$ cat config.mk
export PLATFORM = sky130hd
export DESIGN_NAME = mem_copy_engine
export DESIGN_NICKNAME = d
export VERILOG_FILES = /design/src/rtl/mem_copy_engine_pkg.sv /design/src/rtl/mem_copy_engine.sv
export SDC_FILE = /design/constraint.sdc
export NUM_CORES = 1
export LEC_CHECK = 0
export CORE_UTILIZATION = 40
export DETAILED_ROUTE_END_ITERATION = 8
export PLACE_DENSITY = 0.76
export SETUP_SLACK_MARGIN = 0.15
export SYNTH_ARGS = -nofsm -noshare
export SYNTH_HDL_FRONTEND = slang
export SYNTH_SLANG_ARGS = --single-unit
$ cat constraint.sdc
create_clock -name clk -period 6.18 [get_ports clk]
set_clock_uncertainty 0.1 [all_clocks]
set_input_delay 0.927 -clock clk [delete_from_list [all_inputs] [get_ports clk]]
set_output_delay 0.927 -clock clk [all_outputs]
set_load 0.02 [all_outputs]
$ cat src/rtl/mem_copy_engine_pkg.sv
// ----------------------------------------------------------------------------
// mem_copy_engine_pkg
//   Shared definitions for the block copy/fill engine and any future arbiter
//   that muxes the data-memory port on the engine's busy flag.
//   Contents:
//     MCE_AW / MCE_DW / MCE_LW  default address, data and length widths
//     mce_state_e               FSM state encoding (IDLE/RD/WR/DONE)
// ----------------------------------------------------------------------------
package mem_copy_engine_pkg;

    localparam int MCE_AW = 16;
    localparam int MCE_DW = 16;
    localparam int MCE_LW = 16;

    typedef enum logic [1:0] {
        ST_IDLE = 2'd0,
        ST_RD   = 2'd1,
        ST_WR   = 2'd2,
        ST_DONE = 2'd3
    } mce_state_e;

endpackage

$ cat src/rtl/mem_copy_engine.sv
// ----------------------------------------------------------------------------
// mem_copy_engine
//   Bus-master block mover on the data-memory port. Copies len words from
//   src_addr to dst_addr (ascending, one read then one write per word) or
//   fills len words at dst_addr with fill_value (one write per word).
//
//   Ports
//     clk, rst_n                 clock (rising edge), async active-low reset
//     start                      one-cycle command strobe, taken only in IDLE
//     fill_mode                  0 = copy, 1 = fill
//     src_addr, dst_addr, len    command operands
//     fill_value                 constant written in fill mode
//     busy                       command in progress (RD/WR/DONE)
//     done                       one-cycle completion pulse
//     words_done                 words written by current/last command
//     mem_access_addr            shared read/write word address
//     mem_write_data             write data
//     mem_write_en               write strobe (memory writes on clk rise)
//     mem_read                   read strobe
//     mem_read_data              combinational read data
//     dbg_state                  current FSM state, for observation only
//
//   Handshake: start is a fire-and-forget strobe; it is accepted only when the
//   engine is IDLE and silently dropped otherwise. done pulses for exactly one
//   cycle per accepted command; there is no backpressure on the memory port.
//
//   All memory-side outputs are flops loaded with the value for the state being
//   entered, so nothing on the memory port depends combinationally on inputs.
// ----------------------------------------------------------------------------
module mem_copy_engine
    import mem_copy_engine_pkg::*;
#(
    parameter int AW = MCE_AW,
    parameter int DW = MCE_DW,
    parameter int LW = MCE_LW
) (
    input  logic          clk,
    input  logic          rst_n,
    input  logic          start,
    input  logic          fill_mode,
    input  logic [AW-1:0] src_addr,
    input  logic [AW-1:0] dst_addr,
    input  logic [LW-1:0] len,
    input  logic [DW-1:0] fill_value,
    output logic          busy,
    output logic          done,
    output logic [LW-1:0] words_done,
    output logic [AW-1:0] mem_access_addr,
    output logic [DW-1:0] mem_write_data,
    output logic          mem_write_en,
    output logic          mem_read,
    input  logic [DW-1:0] mem_read_data,
    output logic [1:0]    dbg_state
);

    mce_state_e    state_q;
    logic [AW-1:0] src_ptr_q;
    logic [AW-1:0] dst_ptr_q;
    logic [LW-1:0] remaining_q;
    logic [DW-1:0] data_q;
    logic [DW-1:0] fill_value_q;
    logic          fill_mode_q;
    logic [LW-1:0] words_done_q;

    logic          busy_q;
    logic          done_q;
    logic [AW-1:0] addr_q;
    logic [DW-1:0] wdata_q;
    logic          we_q;
    logic          rd_q;

    always_ff @(posedge clk or negedge rst_n) begin
        if (!rst_n) begin
            state_q      <= ST_IDLE;
            src_ptr_q    <= '0;
            dst_ptr_q    <= '0;
            remaining_q  <= '0;
            data_q       <= '0;
            fill_value_q <= '0;
            fill_mode_q  <= 1'b0;
            words_done_q <= '0;
            busy_q       <= 1'b0;
            done_q       <= 1'b0;
            addr_q       <= '0;
            wdata_q      <= '0;
            we_q         <= 1'b0;
            rd_q         <= 1'b0;
        end else begin
            // Strobes default low; each transition below raises only the one
            // belonging to the state being entered, so read and write can
            // never coincide.
            we_q   <= 1'b0;
            rd_q   <= 1'b0;
            done_q <= 1'b0;

            unique case (state_q)
                ST_IDLE: begin
                    addr_q  <= '0;
                    wdata_q <= '0;
                    busy_q  <= 1'b0;
                    if (start) begin
                        src_ptr_q    <= src_addr;
                        dst_ptr_q    <= dst_addr;
                        remaining_q  <= len;
                        fill_value_q <= fill_value;
                        fill_mode_q  <= fill_mode;
                        words_done_q <= '0;
                        busy_q       <= 1'b1;
                        if (len == '0) begin
                            state_q <= ST_DONE;
                            done_q  <= 1'b1;
                        end else if (fill_mode) begin
                            state_q <= ST_WR;
                            we_q    <= 1'b1;
                            addr_q  <= dst_addr;
                            wdata_q <= fill_value;
                        end else begin
                            state_q <= ST_RD;
                            rd_q    <= 1'b1;
                            addr_q  <= src_addr;
                        end
                    end
                end

                ST_RD: begin
                    data_q    <= mem_read_data;
                    src_ptr_q <= src_ptr_q + AW'(1);
                    state_q   <= ST_WR;
                    we_q      <= 1'b1;
                    addr_q    <= dst_ptr_q;
                    // Captured word goes straight onto the write bus for WR.
                    wdata_q   <= mem_read_data;
                end

                ST_WR: begin
                    dst_ptr_q    <= dst_ptr_q + AW'(1);
                    remaining_q  <= remaining_q - LW'(1);
                    words_done_q <= words_done_q + LW'(1);
                    if (remaining_q == LW'(1)) begin
                        state_q <= ST_DONE;
                        done_q  <= 1'b1;
                        addr_q  <= '0;
                        wdata_q <= '0;
                    end else if (fill_mode_q) begin
                        state_q <= ST_WR;
                        we_q    <= 1'b1;
                        addr_q  <= dst_ptr_q + AW'(1);
                        wdata_q <= fill_value_q;
                    end else begin
                        // src_ptr_q was already advanced during RD.
                        state_q <= ST_RD;
                        rd_q    <= 1'b1;
                        addr_q  <= src_ptr_q;
                        wdata_q <= '0;
                    end
                end

                ST_DONE: begin
                    state_q <= ST_IDLE;
                    busy_q  <= 1'b0;
                    addr_q  <= '0;
                    wdata_q <= '0;
                end

                default: begin
                    state_q <= ST_IDLE;
                    busy_q  <= 1'b0;
                end
            endcase
        end
    end

    assign busy            = busy_q;
    assign done            = done_q;
    assign words_done      = words_done_q;
    assign mem_access_addr = addr_q;
    assign mem_write_data  = wdata_q;
    assign mem_write_en    = we_q;
    assign mem_read        = rd_q;
    assign dbg_state       = state_q;

    // data_q holds the last copied word for observation; the write path uses
    // the copy already placed in wdata_q.
    logic unused_data;
    assign unused_data = ^data_q;

endmodule

==> results.rst, run 1 <==
.. list-table::
   :header-rows: 1

   * - Metric
     - Value
   * - I/O pin count
     - 138
   * - Achievable Freq
     - 273 MHz
   * - Period utilisation layout
     - 59.2%
   * - Sum of overflow across all layers after global routing
     - 0
   * - Pin slew with the least headroom to its limit
     - 1070 ps
   * - Count of cells resized by post-cts repair
     - 0
   * - Antenna Cells
     - 0
   * - Total of hold buffers inserted after clock tree synthesis
     - 0
   * - Clock latency on the worst-skew pair
     - 420 ps
   * - Fill cell instance count of the final layout
     - 1410
   * - Final max-slew violation count
     - 0
   * - Unrepaired setup endpoints after global routing
     - false
   * - Final count of hold timing violations
     - 0
   * - Number of warning messages in the yosys log
     - 0
   * - Number of cell rows
     - 46
   * - Number of flops mapped to enable cells by yosys
     - 0
   * - Setup TNS
     - 0 ps
   * - Total cell area at the placement stage
     - 0.00803 mm2
   * - Maximum cell stage delay along the critical path
     - 890 ps
   * - Clock tree from TritonCTS
     - done
   * - Number of sinks on the clock net
     - 119
   * - Worst hold-check path type
     - reg -> reg
   * - Die outline height
     - 130 um
   * - Count of TritonRoute iterations in the first routing pass
     - 6
   * - Via count of the first global-routing pass
     - 5776
   * - Total detailed-routing wirelength
     - 19200 um
   * - Min cycle time layout
     - 3660 ps
   * - Startpoint type of the worst setup path
     - input pin
   * - Setup-failing EPs final
     - 0
   * - Cell with the largest stage delay on the worst path
     - clkdlybuf4s50_1
   * - Placed wire-length estimate
     - 13200 um
   * - Mean post-synth cell area
     - 9.14 um2
   * - Post-CTS setup buffer count
     - 0
   * - Netlist Area Pre-Place
     - 0.00655 mm2
   * - CTS clock-pin slew for the worst setup and hold paths
     - 50 ps
   * - Antenna Nets Post-Route
     - 0
   * - Mapped Cells
     - 716
   * - Seq/Total Area, Yosys
     - 45.5%
   * - Yosys reg bits
     - 119
   * - Root Buffer
     - clkbuf_16
   * - Area of all placed cells without fillers
     - 0.00870 mm2
   * - PD cells
     - 514 mW/mm2
   * - Worst Path Max Fanout
     - 43
   * - Clock buffers created by TritonCTS
     - 17
   * - Largest net degree at the start of global routing
     - 72
   * - Post-layout utilization of the core
     - 54.6%
   * - Via density per instance
     - 5.87
   * - Setup slack of the worst register-to-register path
     - 2670 ps
   * - Antenna violations before repair
     - 0
   * - Worst EP required
     - 6350 ps
   * - Die width
     - 130 um
   * - Detail-routed net length per standard cell
     - 18.3 um
   * - Result of the run
     - finished, final reports clean
   * - Routability cong.
     - 0.924
   * - Detailed router's first-iteration violation count
     - 856
   * - Area added between synthesis and finish
     - 33.0%
   * - Worst voltage drop across the vdd grid
     - 0.000238 V
   * - Core area
     - 0.0159 mm2
   * - Top library cells by usage in the layout, fill and taps aside
     - clkdlybuf4s50_1 (136), dfrtp_1 (119), a21oi_1 (60)
   * - Capturing element type of the critical path
     - register
   * - CTS HTree Levels
     - 4
   * - First-pass GRT wire length
     - 30400 um
   * - Kind of critical path
     - in -> reg
   * - Net count of the finished layout
     - 916
   * - Buffers from clock root to sink, at most
     - 2
   * - CP Buf/Inv Count
     - 1
   * - Syn Nets
     - 809
   * - Synth Flop Type
     - dfrtp_1
   * - Static leakage
     - 3.57 nW
   * - Proportion of register bits with asynchronous set or reset after synthesis
     - 100%
   * - Total via count in the routed design
     - 6177
   * - Share of final-layout standard cells stronger than drive strength 1
     - 8.49%
   * - Max-Slew Margin vs Limit
     - 28.8%
   * - Overall die area
     - 0.0169 mm2
   * - GRT Overall Usage
     - 23.5%
   * - Number of design rule violations left after detail routing
     - 0
   * - Quantity of I/O buffers inserted on ports
     - 137
   * - Top Family by Delay on Critical Path
     - simple AND/OR/NAND/NOR gates
   * - Worst EP arrival
     - 3830 ps
   * - Cell-by-cell listing of the critical path
     - clkdlybuf4s50_1 -> mux2_2 -> nand4_1 -> nor4_1 -> xnor2_1 -> nor2_1
   * - Yosys cell types
     - 55
   * - Initial standard-cell utilization of the core
     - 41.1%
   * - Leading cell type in the layout, fill and taps excluded
     - clkdlybuf4s50_1
   * - Number of violations of the max-capacitance limit
     - 0
   * - Pwr Total
     - 4.47 mW
-- Yosys cell counts (4+ instances only) --
cell	n	area, um2
o21ai_0	46	230
nor2_1	52	195
a22o_1	5	43.8
xnor2_1	15	131
inv_1	31	116
o31ai_1	5	37.5
nor4_1	16	100
a31oi_1	4	25.0
or3_1	8	50.1
nand4_1	20	125
and4_1	5	43.8
dfrtp_1	119	2980
xor2_1	9	78.8
o211ai_1	4	30.0
a211o_1	4	35.0
a21oi_1	60	300
mux2_2	26	293
nor3_1	18	90.1
and3_1	12	75.1
nand2_1	58	218
mux2i_1	9	90.1
o22a_1	4	35.0
nand3_1	26	130
clkbuf_1	51	191
a22oi_1	16	120
nand2b_1	6	37.5
a222oi_1	20	200
ha_1	9	113
o22ai_1	14	87.6
a221o_1	4	40.0
o32ai_1	4	35.0
-- routing by layer --
metal	GRT usage [%]	share of wire, %	routed length [um]
met5	0	0	0
met4	9.99	1.9	370
met3	6.48	8.9	1720
met2	35.6	46	8760
met1	31.6	44	8390
-- flip-flops by register name, summed over array words and instances, names as in the netlist, 2 cells and up --
signal and cells:
src_ptr_q 16, remaining_q 16, mem_access_addr 16, dst_ptr_q 16, words_done 16, mem_write_data 16, dbg_state 2, fill_value_q 16
-- stage by stage --
step	cells	worst slack (ps)	hold slack, ps
2_1_floorplan	716	3640	354
3_3_place_gp	1020	2250	358
3_5_place_dp	1020	2200	370
4_1_cts	1052	2560	380
5_1_grt	1052	2330	406
6_report	1052	2520	379
-- cells by family after synthesis --
| logic type | count (synthesis) | synth area share (%) |
|---|---|---|
| DFF | 119 | 45.5 |
| buffers and inverters | 88 | 5.10 |
| xor gates and xnor gates | 24 | 3.21 |
| adders and majority gates | 9 | 1.72 |
| AOI/OAI and AO/OA | 203 | 20.4 |
| and+or+nand+nor | 238 | 18.3 |
| muxes | 35 | 5.85 |
-- path summary, 6_finish.rpt --
path                                 start           endpoint  depth (start not counted)
max in group asynchronous            rst_n    remaining_q[12]                          2
hold / removal             fill_value_q[5]  mem_write_data[5]                          2
setup reg to reg              dbg_state[0]     words_done[15]                          8
setup / recovery                     start     words_done[15]                          6
min in group asynchronous            rst_n  mem_write_data[7]                          1
hold reg to reg            fill_value_q[5]  mem_write_data[5]                          2
-- worst reg2reg max path, cell delays in order, from the launching register on --
cell and delay, ps:
dfrtp_1 440, inv_1 110, ha_2 160, buf_4 530
mux2_2 850, nand4_1 470, nor4_1 470, xnor2_1 170
nor2_1 50
-- cell type report --
type	count	area [um2]	area share, %
inverters	32	120	1.38
clock inverters	11	194	2.23
well taps	216	270	3.11
flip-flops and latches	119	2980	34.2
multi-input cells	509	3240	37.2
repair buffers	144	1420	16.3
clock buffers	21	480	5.52
-- report_power, final --
group	switching, mW	internal [mW]
Sequential	0.353	1.11
Combinational	1.08	0.813
Clock	0.362	0.758
Total	1.79	2.68
(Power assumes the default switching activity.)
==> run 2: changes to the inputs <==
--- a/config.mk
+++ b/config.mk
@@ -7,7 +7,7 @@
 export LEC_CHECK = 0
 export CORE_UTILIZATION = 40
 export DETAILED_ROUTE_END_ITERATION = 8
-export PLACE_DENSITY = 0.76
+export PLACE_DENSITY = 0.79
 export SETUP_SLACK_MARGIN = 0.15
 export SYNTH_ARGS = -nofsm -noshare
 export SYNTH_HDL_FRONTEND = slang
==> constraint.sdc (replaced) <==
create_clock -name clk -period 3.33 [get_ports clk]
set_clock_uncertainty 0.1 [all_clocks]
set_input_delay 0.4995 -clock clk [delete_from_list [all_inputs] [get_ports clk]]
set_output_delay 0.4995 -clock clk [all_outputs]
set_load 0.02 [all_outputs]
==> results.rst, run 2 (synthesis gave the netlist of run 1 again) <==
.. list-table::
   :header-rows: 1

   * - Metric
     - Value
   * - Min cycle time layout
     - 2570 ps
   * - Worst EP arrival
     - 2760 ps (-1070 ps)
   * - Antenna violations before repair
     - 0 (unchanged)
   * - Buffers from clock root to sink, at most
     - 2 (unchanged)
   * - Via density per instance
     - 5.92 (+0.91%)
   * - Count of cells resized by post-cts repair
     - 0 (unchanged)
   * - Area added between synthesis and finish
     - 33.6%
   * - Setup slack of the worst register-to-register path
     - 820 ps (-1850 ps)
   * - Total via count in the routed design
     - 6316 (+2.3%)
   * - Launching element of the worst setup path
     - len[12]
   * - Achievable Freq
     - 389 MHz
   * - Number of cell rows
     - 46 (unchanged)
   * - Period utilisation layout
     - 77.2%
   * - Routability cong.
     - 0.939 (+1.6%)
   * - Leading cell type in the layout, fill and taps excluded
     - clkdlybuf4s50_1
   * - Net count of the finished layout
     - 930 (+1.5%)
   * - Post-layout utilization of the core
     - 54.9% (+0.27 points)
   * - Number of sinks on the clock net
     - 119 (unchanged)
   * - CTS clock-pin slew for the worst setup and hold paths
     - 60 ps (about the same)
   * - Largest net degree at the start of global routing
     - 61 (-15%)
   * - Count of TritonRoute iterations in the first routing pass
     - 5 (-1)
   * - Setup-failing EPs final
     - 0 (unchanged)
   * - PD cells
     - 935 mW/mm2 (+82%)
   * - Setup TNS
     - 0 ps (unchanged)
   * - Die width
     - 130 um (unchanged)
   * - Worst EP required
     - 3520 ps (-2830 ps)
   * - Clock tree from TritonCTS
     - done
   * - Unrepaired setup endpoints after global routing
     - false
   * - Worst Path Max Fanout
     - 25 (-42%)
   * - Total of hold buffers inserted after clock tree synthesis
     - 0 (unchanged)
   * - Detail-routed net length per standard cell
     - 18.6 um (+1.7%)
   * - Detailed router's first-iteration violation count
     - 604 (-29%)
   * - Root Buffer
     - clkbuf_16
   * - Max-Slew Margin vs Limit
     - 25.9% (-2.9 points)
   * - Antenna Nets Post-Route
     - 0 (unchanged)
   * - Sum of overflow across all layers after global routing
     - 0 (unchanged)
   * - Core area
     - 0.0159 mm2 (unchanged)
   * - Initial standard-cell utilization of the core
     - 41.1% (unchanged)
   * - I/O pin count
     - 138 (unchanged)
   * - Top library cells by usage in the layout, fill and taps aside
     - clkdlybuf4s50_1 (136), dfrtp_1 (119), a21oi_1 (60)
   * - Clock latency on the worst-skew pair
     - 410 ps (about the same)
   * - Cell Count Post-Placement
     - 1034 (+1.4%)
   * - RR Startpoint
     - dbg_state[0]
   * - Depth of the most critical reg-to-reg path
     - 9 (+1)
   * - Fill cell instance count of the final layout
     - 1443 (+2.3%)
   * - Via count of the first global-routing pass
     - 5835 (+1.0%)
   * - Multi-input gate area
     - 0.00324 mm2 (unchanged)
   * - Placed wire-length estimate
     - 14200 um (+7.7%)
   * - Final max-slew violation count
     - 0 (unchanged)
   * - Share of final-layout standard cells stronger than drive strength 1
     - 10.0% (+1.5 points)
   * - Quantity of I/O buffers inserted on ports
     - 137 (unchanged)
   * - Overall die area
     - 0.0169 mm2 (unchanged)
   * - Number of violations of the max-capacitance limit
     - 0 (unchanged)
   * - Clock buffers created by TritonCTS
     - 17 (unchanged)
   * - Static leakage
     - 3.62 nW (+1.3%)
   * - GRT Overall Usage
     - 23.8% (+0.30 points)
   * - Kind of critical path
     - in -> reg
   * - Antenna Cells
     - 0 (unchanged)
   * - Die outline height
     - 130 um (unchanged)
   * - Post-CTS setup buffer count
     - 0 (unchanged)
   * - CTS HTree Levels
     - 4 (unchanged)
   * - Result of the run
     - finished, final reports clean
   * - Worst voltage drop across the vdd grid
     - 0.000403 V (+69%)
   * - Startpoint type of the worst setup path
     - input pin
   * - Flip-flop and latch area
     - 0.00298 mm2 (unchanged)
   * - Capturing element type of the critical path
     - register
   * - CP endpoint
     - mem_write_data[15]
   * - Placement-stage worst setup slack
     - 393 ps (-1810 ps)
   * - Critical register-to-register path endpoint
     - src_ptr_q[5]
   * - Number of design rule violations left after detail routing
     - 0 (unchanged)
   * - First-pass GRT wire length
     - 30600 um (+0.91%)
   * - Non-Filler Instances
     - 1066 (+1.3%)
   * - Final Worst Setup Slack
     - 759 ps (-1760 ps)
   * - Pin slew with the least headroom to its limit
     - 1110 ps (+43.1 ps)
   * - Worst hold-check path type
     - in -> async
   * - Total detailed-routing wirelength
     - 19800 um (+3.1%)
   * - Final count of hold timing violations
     - 0 (unchanged)
==> run 2: how the worst min path moves through the flow <==
stage / start / endpoint / slack [ps] / depth (start not counted)
2_1_floorplan: rst_n / busy / 100 / 0
3_3_place_gp: fill_value_q[8] / mem_write_data[8] / 360 / 2
3_5_place_dp: fill_value_q[14] / mem_write_data[14] / 370 / 2
4_1_cts: rst_n / mem_write_data[7] / 70 / 1
5_1_grt: rst_n / fill_value_q[7] / 100 / 1
6_report: rst_n / mem_write_data[7] / 50 / 1
==> run 2: layout make-up <==
type | instances | share of cell area [%]
inverter | 32 | 1.37
sequential | 119 | 34.0
multi-input combinational | 509 | 37.0
timing repair buffer | 158 | 17.6
clock buffer | 19 | 5.18
tap | 216 | 3.09
clock inverter | 13 | 1.67
==> run 2: critical path, cell delays in order <==
cell             delay [ps]
clkdlybuf4s50_1         440
nor4_1                  420
nand4_1                 200
and3_1                  590
a222oi_1                520
inv_1                    70
==> run 2: stage by stage <==
step | instance area (um2) | hold slack [ps] | power [mW]
after floorplan | 6550 | 104 | 4.98
after global placement | 8150 | 358 | 6.17
after detailed placement | 8150 | 370 | 6.30
after CTS | 8750 | 73.7 | 8.17
after global routing | 8750 | 98.2 | 8.69
final | 8750 | 51.8 | 8.18
==> run 2: layer usage <==
| metal | vias up | share of wire, % | GRT usage, % |
|---|---|---|---|
| li1 | 2899 | - | - |
| met1 | 3026 | 43 | 32.3 |
| met2 | 347 | 46 | 36.7 |
| met3 | 44 | 9.1 | 5.74 |
| met4 | 0 | 2.5 | 9.51 |
| met5 | - | 0 | 0 |
==> run 2: power by group <==
group	leakage, nW	total [mW]	switching, mW	internal (mW)
Combinational	1.88	3.63	2.06	1.58
Sequential	1.45	2.71	0.652	2.06
Clock	0.290	1.84	0.689	1.15
Total	3.62	8.18	3.40	4.78
==> run 3: changes to the inputs <==
--- a/config.mk
+++ b/config.mk
@@ -7,7 +7,7 @@
 export LEC_CHECK = 0
 export CORE_UTILIZATION = 40
 export DETAILED_ROUTE_END_ITERATION = 8
-export PLACE_DENSITY = 0.79
+export PLACE_DENSITY = 0.76
 export SETUP_SLACK_MARGIN = 0.15
 export SYNTH_ARGS = -nofsm -noshare
 export SYNTH_HDL_FRONTEND = slang
==> constraint.sdc (replaced) <==
create_clock -name clk -period 2.4 [get_ports clk]
set_clock_uncertainty 0.1 [all_clocks]
set_input_delay 0.36 -clock clk [delete_from_list [all_inputs] [get_ports clk]]
set_output_delay 0.36 -clock clk [all_outputs]
set_load 0.02 [all_outputs]
==> results.rst, run 3 (synthesis gave the netlist of run 1 again) <==
.. list-table::
   :header-rows: 1

   * - Metric
     - Value
   * - Via count of the first global-routing pass
     - 5857 (+0.38%)
   * - Buffers from clock root to sink, at most
     - 2 (unchanged)
   * - Non-Filler Instances
     - 1112 (+4.3%)
   * - Post-layout utilization of the core
     - 57.8% (+3.0 points)
   * - Area added between synthesis and finish
     - 40.8%
   * - Worst EP arrival
     - 2440 ps (-320 ps)
   * - Result of the run
     - finished, final reports clean
   * - GRT Overall Usage
     - 23.9% (+0.12 points)
   * - Detail-routed net length per standard cell
     - 17.8 um (-4.3%)
   * - CTS HTree Levels
     - 4 (unchanged)
   * - Worst Path Max Fanout
     - 3 (-88%)
   * - Largest net degree at the start of global routing
     - 59 (-3.3%)
   * - Max-Slew Margin vs Limit
     - 51.6% (+26 points)
   * - Min cycle time layout
     - 2250 ps
   * - Layer with the highest usage after global routing
     - met2
   * - Clock buffers created by TritonCTS
     - 17 (unchanged)
   * - Count of TritonRoute iterations in the first routing pass
     - 8 (+3)
   * - Kind of critical path
     - reg -> reg
   * - Net switching power
     - 4.84 mW (+42%)
   * - CTS clock-pin slew for the worst setup and hold paths
     - 60 ps (about the same)
   * - Global-route track usage on met3
     - 5.86% (+0.12 points)
   * - Net count of the finished layout
     - 976 (+4.9%)
   * - Top library cells by usage in the layout, fill and taps aside
     - clkdlybuf4s50_1 (136), dfrtp_1 (117), buf_4 (61)
   * - Share of final-layout standard cells stronger than drive strength 1
     - 16.2% (+6.2 points)
   * - Capturing element type of the critical path
     - register
   * - Quantity of I/O buffers inserted on ports
     - 137 (unchanged)
   * - Met1 Resource Use GR
     - 32.6% (+0.31 points)
   * - Cell-by-cell listing of the critical path
     - inv_2 -> ha_4 -> or3b_4 -> or3_4 -> or3_4 -> o22a_1 -> o22a_1
   * - First-pass GRT wire length
     - 30800 um (+0.52%)
   * - Setup-failing EPs final
     - 0 (unchanged)
   * - Detailed router's first-iteration violation count
     - 607 (+0.50%)
   * - Number of sinks on the clock net
     - 119 (unchanged)
   * - Leading cell type in the layout, fill and taps excluded
     - clkdlybuf4s50_1
   * - Initial standard-cell utilization of the core
     - 41.1% (unchanged)
   * - Worst hold-check path type
     - in -> async
   * - Overall die area
     - 0.0169 mm2 (unchanged)
   * - Total cell area at the placement stage
     - 0.00846 mm2 (+3.9%)
   * - Static leakage
     - 3.85 nW (+6.5%)
   * - Final count of hold timing violations
     - 0 (unchanged)
   * - Portion of total power attributed to the clock network
     - 21.8% (-0.7 points)
   * - Number of design rule violations left after detail routing
     - 0 (unchanged)
   * - Clock tree from TritonCTS
     - done
   * - Antenna Nets Post-Route
     - 0 (unchanged)
   * - Period utilisation layout
     - 93.7%
   * - Area of all placed cells without fillers
     - 0.00922 mm2 (+5.4%)
   * - Placed wire-length estimate
     - 14300 um (+0.33%)
   * - Worst EP required
     - 2600 ps (-920 ps)
   * - GR met2 Demand/Resource
     - 36.5% (-0.22 points)
   * - Total via count in the routed design
     - 6397 (+1.3%)
   * - Die width
     - 130 um (unchanged)
   * - Antenna violations before repair
     - 0 (unchanged)
   * - Proportion of power drawn by flip-flops and latches
     - 31.8% (-1.3 points)
   * - Core area
     - 0.0159 mm2 (unchanged)
   * - Unrepaired setup endpoints after global routing
     - true
   * - Startpoint type of the worst setup path
     - register
   * - PD cells
     - 1270 mW/mm2 (+36%)
   * - I/O pin count
     - 138 (unchanged)
   * - Routability cong.
     - 0.937 (-0.30%)
   * - Achievable Freq
     - 445 MHz
   * - Cell Count Post-Placement
     - 1071 (+3.6%)
   * - Number of violations of the max-capacitance limit
     - 0 (unchanged)
   * - Sum of overflow across all layers after global routing
     - 0 (unchanged)
   * - Maximum cell stage delay along the critical path
     - 390 ps (-200 ps)
   * - Number of cell rows
     - 46 (unchanged)
   * - Setup TNS
     - 0 ps (unchanged)
   * - Worst voltage drop across the vdd grid
     - 0.000730 V (+81%)
   * - Pin slew with the least headroom to its limit
     - 726 ps (-385 ps)
   * - Via density per instance
     - 5.75 (-2.9%)
   * - Cell with the largest stage delay on the worst path
     - or3b_4
   * - Combinational share of power
     - 46.5% (+2.1 points)
   * - Cell Int Power
     - 6.91 mW (+45%)
   * - Die outline height
     - 130 um (unchanged)
   * - Root Buffer
     - clkbuf_16
   * - Clock latency on the worst-skew pair
     - 420 ps (about the same)
   * - Antenna Cells
     - 0 (unchanged)
   * - Total detailed-routing wirelength
     - 19800 um (-0.22%)
   * - Switching share of power
     - 41.2% (-0.38 points)
   * - Final max-slew violation count
     - 0 (unchanged)
-- run 3: cell types whose count changed in the layout (fill, tap and decap cells not counted), moves of 3 or more --
cell,delta
buf_12,+3
buf_4,+40
clkinv_4,-4
inv_6,+5
nor4_1,-5
nor4_2,+4
-- run 3: worst paths after layout --
kind | from | cells after the start | slack [ps] | endpoint
setup reg to reg | remaining_q[0] | 7 | 150 | remaining_q[10]
setup / recovery | remaining_q[0] | 7 | 150 | remaining_q[10]
min in group clk | fill_value_q[12] | 2 | 380 | mem_write_data[12]
hold reg to reg | fill_value_q[12] | 2 | 380 | mem_write_data[12]
hold / removal | rst_n | 2 | 270 | fill_value_q[9]
max in group asynchronous | rst_n | 3 | 1240 | src_ptr_q[3]
-- run 3: layout make-up --
class	count	area [um2]
clock buffers	17	425
repair buffers	204	1930
flip-flops and latches	119	2980
fillers	1389	6720
multi-input cells	509	3330
clock inverters	15	165
well taps	216	270
inverters	32	120
-- run 3: metrics by stage --
step	total power, mW	setup WS [ps]	hold slack [ps]
CTS	11.6	119	261
floorplan	6.92	110	-35.6
global placement	8.82	-56.1	167
finish	11.7	152	271
global route	12.5	117	296
detailed placement	8.96	-113	167
-- run 3: power groups by stage --
stage	clock [mW]	sequential, mW	combinational [mW]
floorplan	0	3.75	3.17
finish	2.56	3.73	5.46
global route	2.71	3.85	5.99
global placement	0	3.71	5.11
CTS	2.60	3.70	5.28
detailed placement	0	3.73	5.23
-- run 3: worst max-delay path: cells and delay by family (launching register included) --
kind                       cells  cell delay [ps]
and+or+nand+nor                3             1100
buffers and inverters          1               90
AOI/OAI and AO/OA              2              320
adders and majority gates      1              140
DFF                            1              380
-- run 3: repair_timing --
item	CTS	global route
setup endpoints to repair	2	44
pin swaps	0	4
hold buffers	1	0
hold endpoints to repair	19	0
buffers inserted	2	6
gates resized for setup	1	17
-- run 3: per-layer routing --
| layer | vias up | share of wire (%) |
|---|---|---|
| met2 | 334 | 45 |
| met4 | 0 | 2.4 |
| li1 | 2990 | - |
| met5 | - | 0 |
| met3 | 43 | 9.9 |
| met1 | 3030 | 42 |
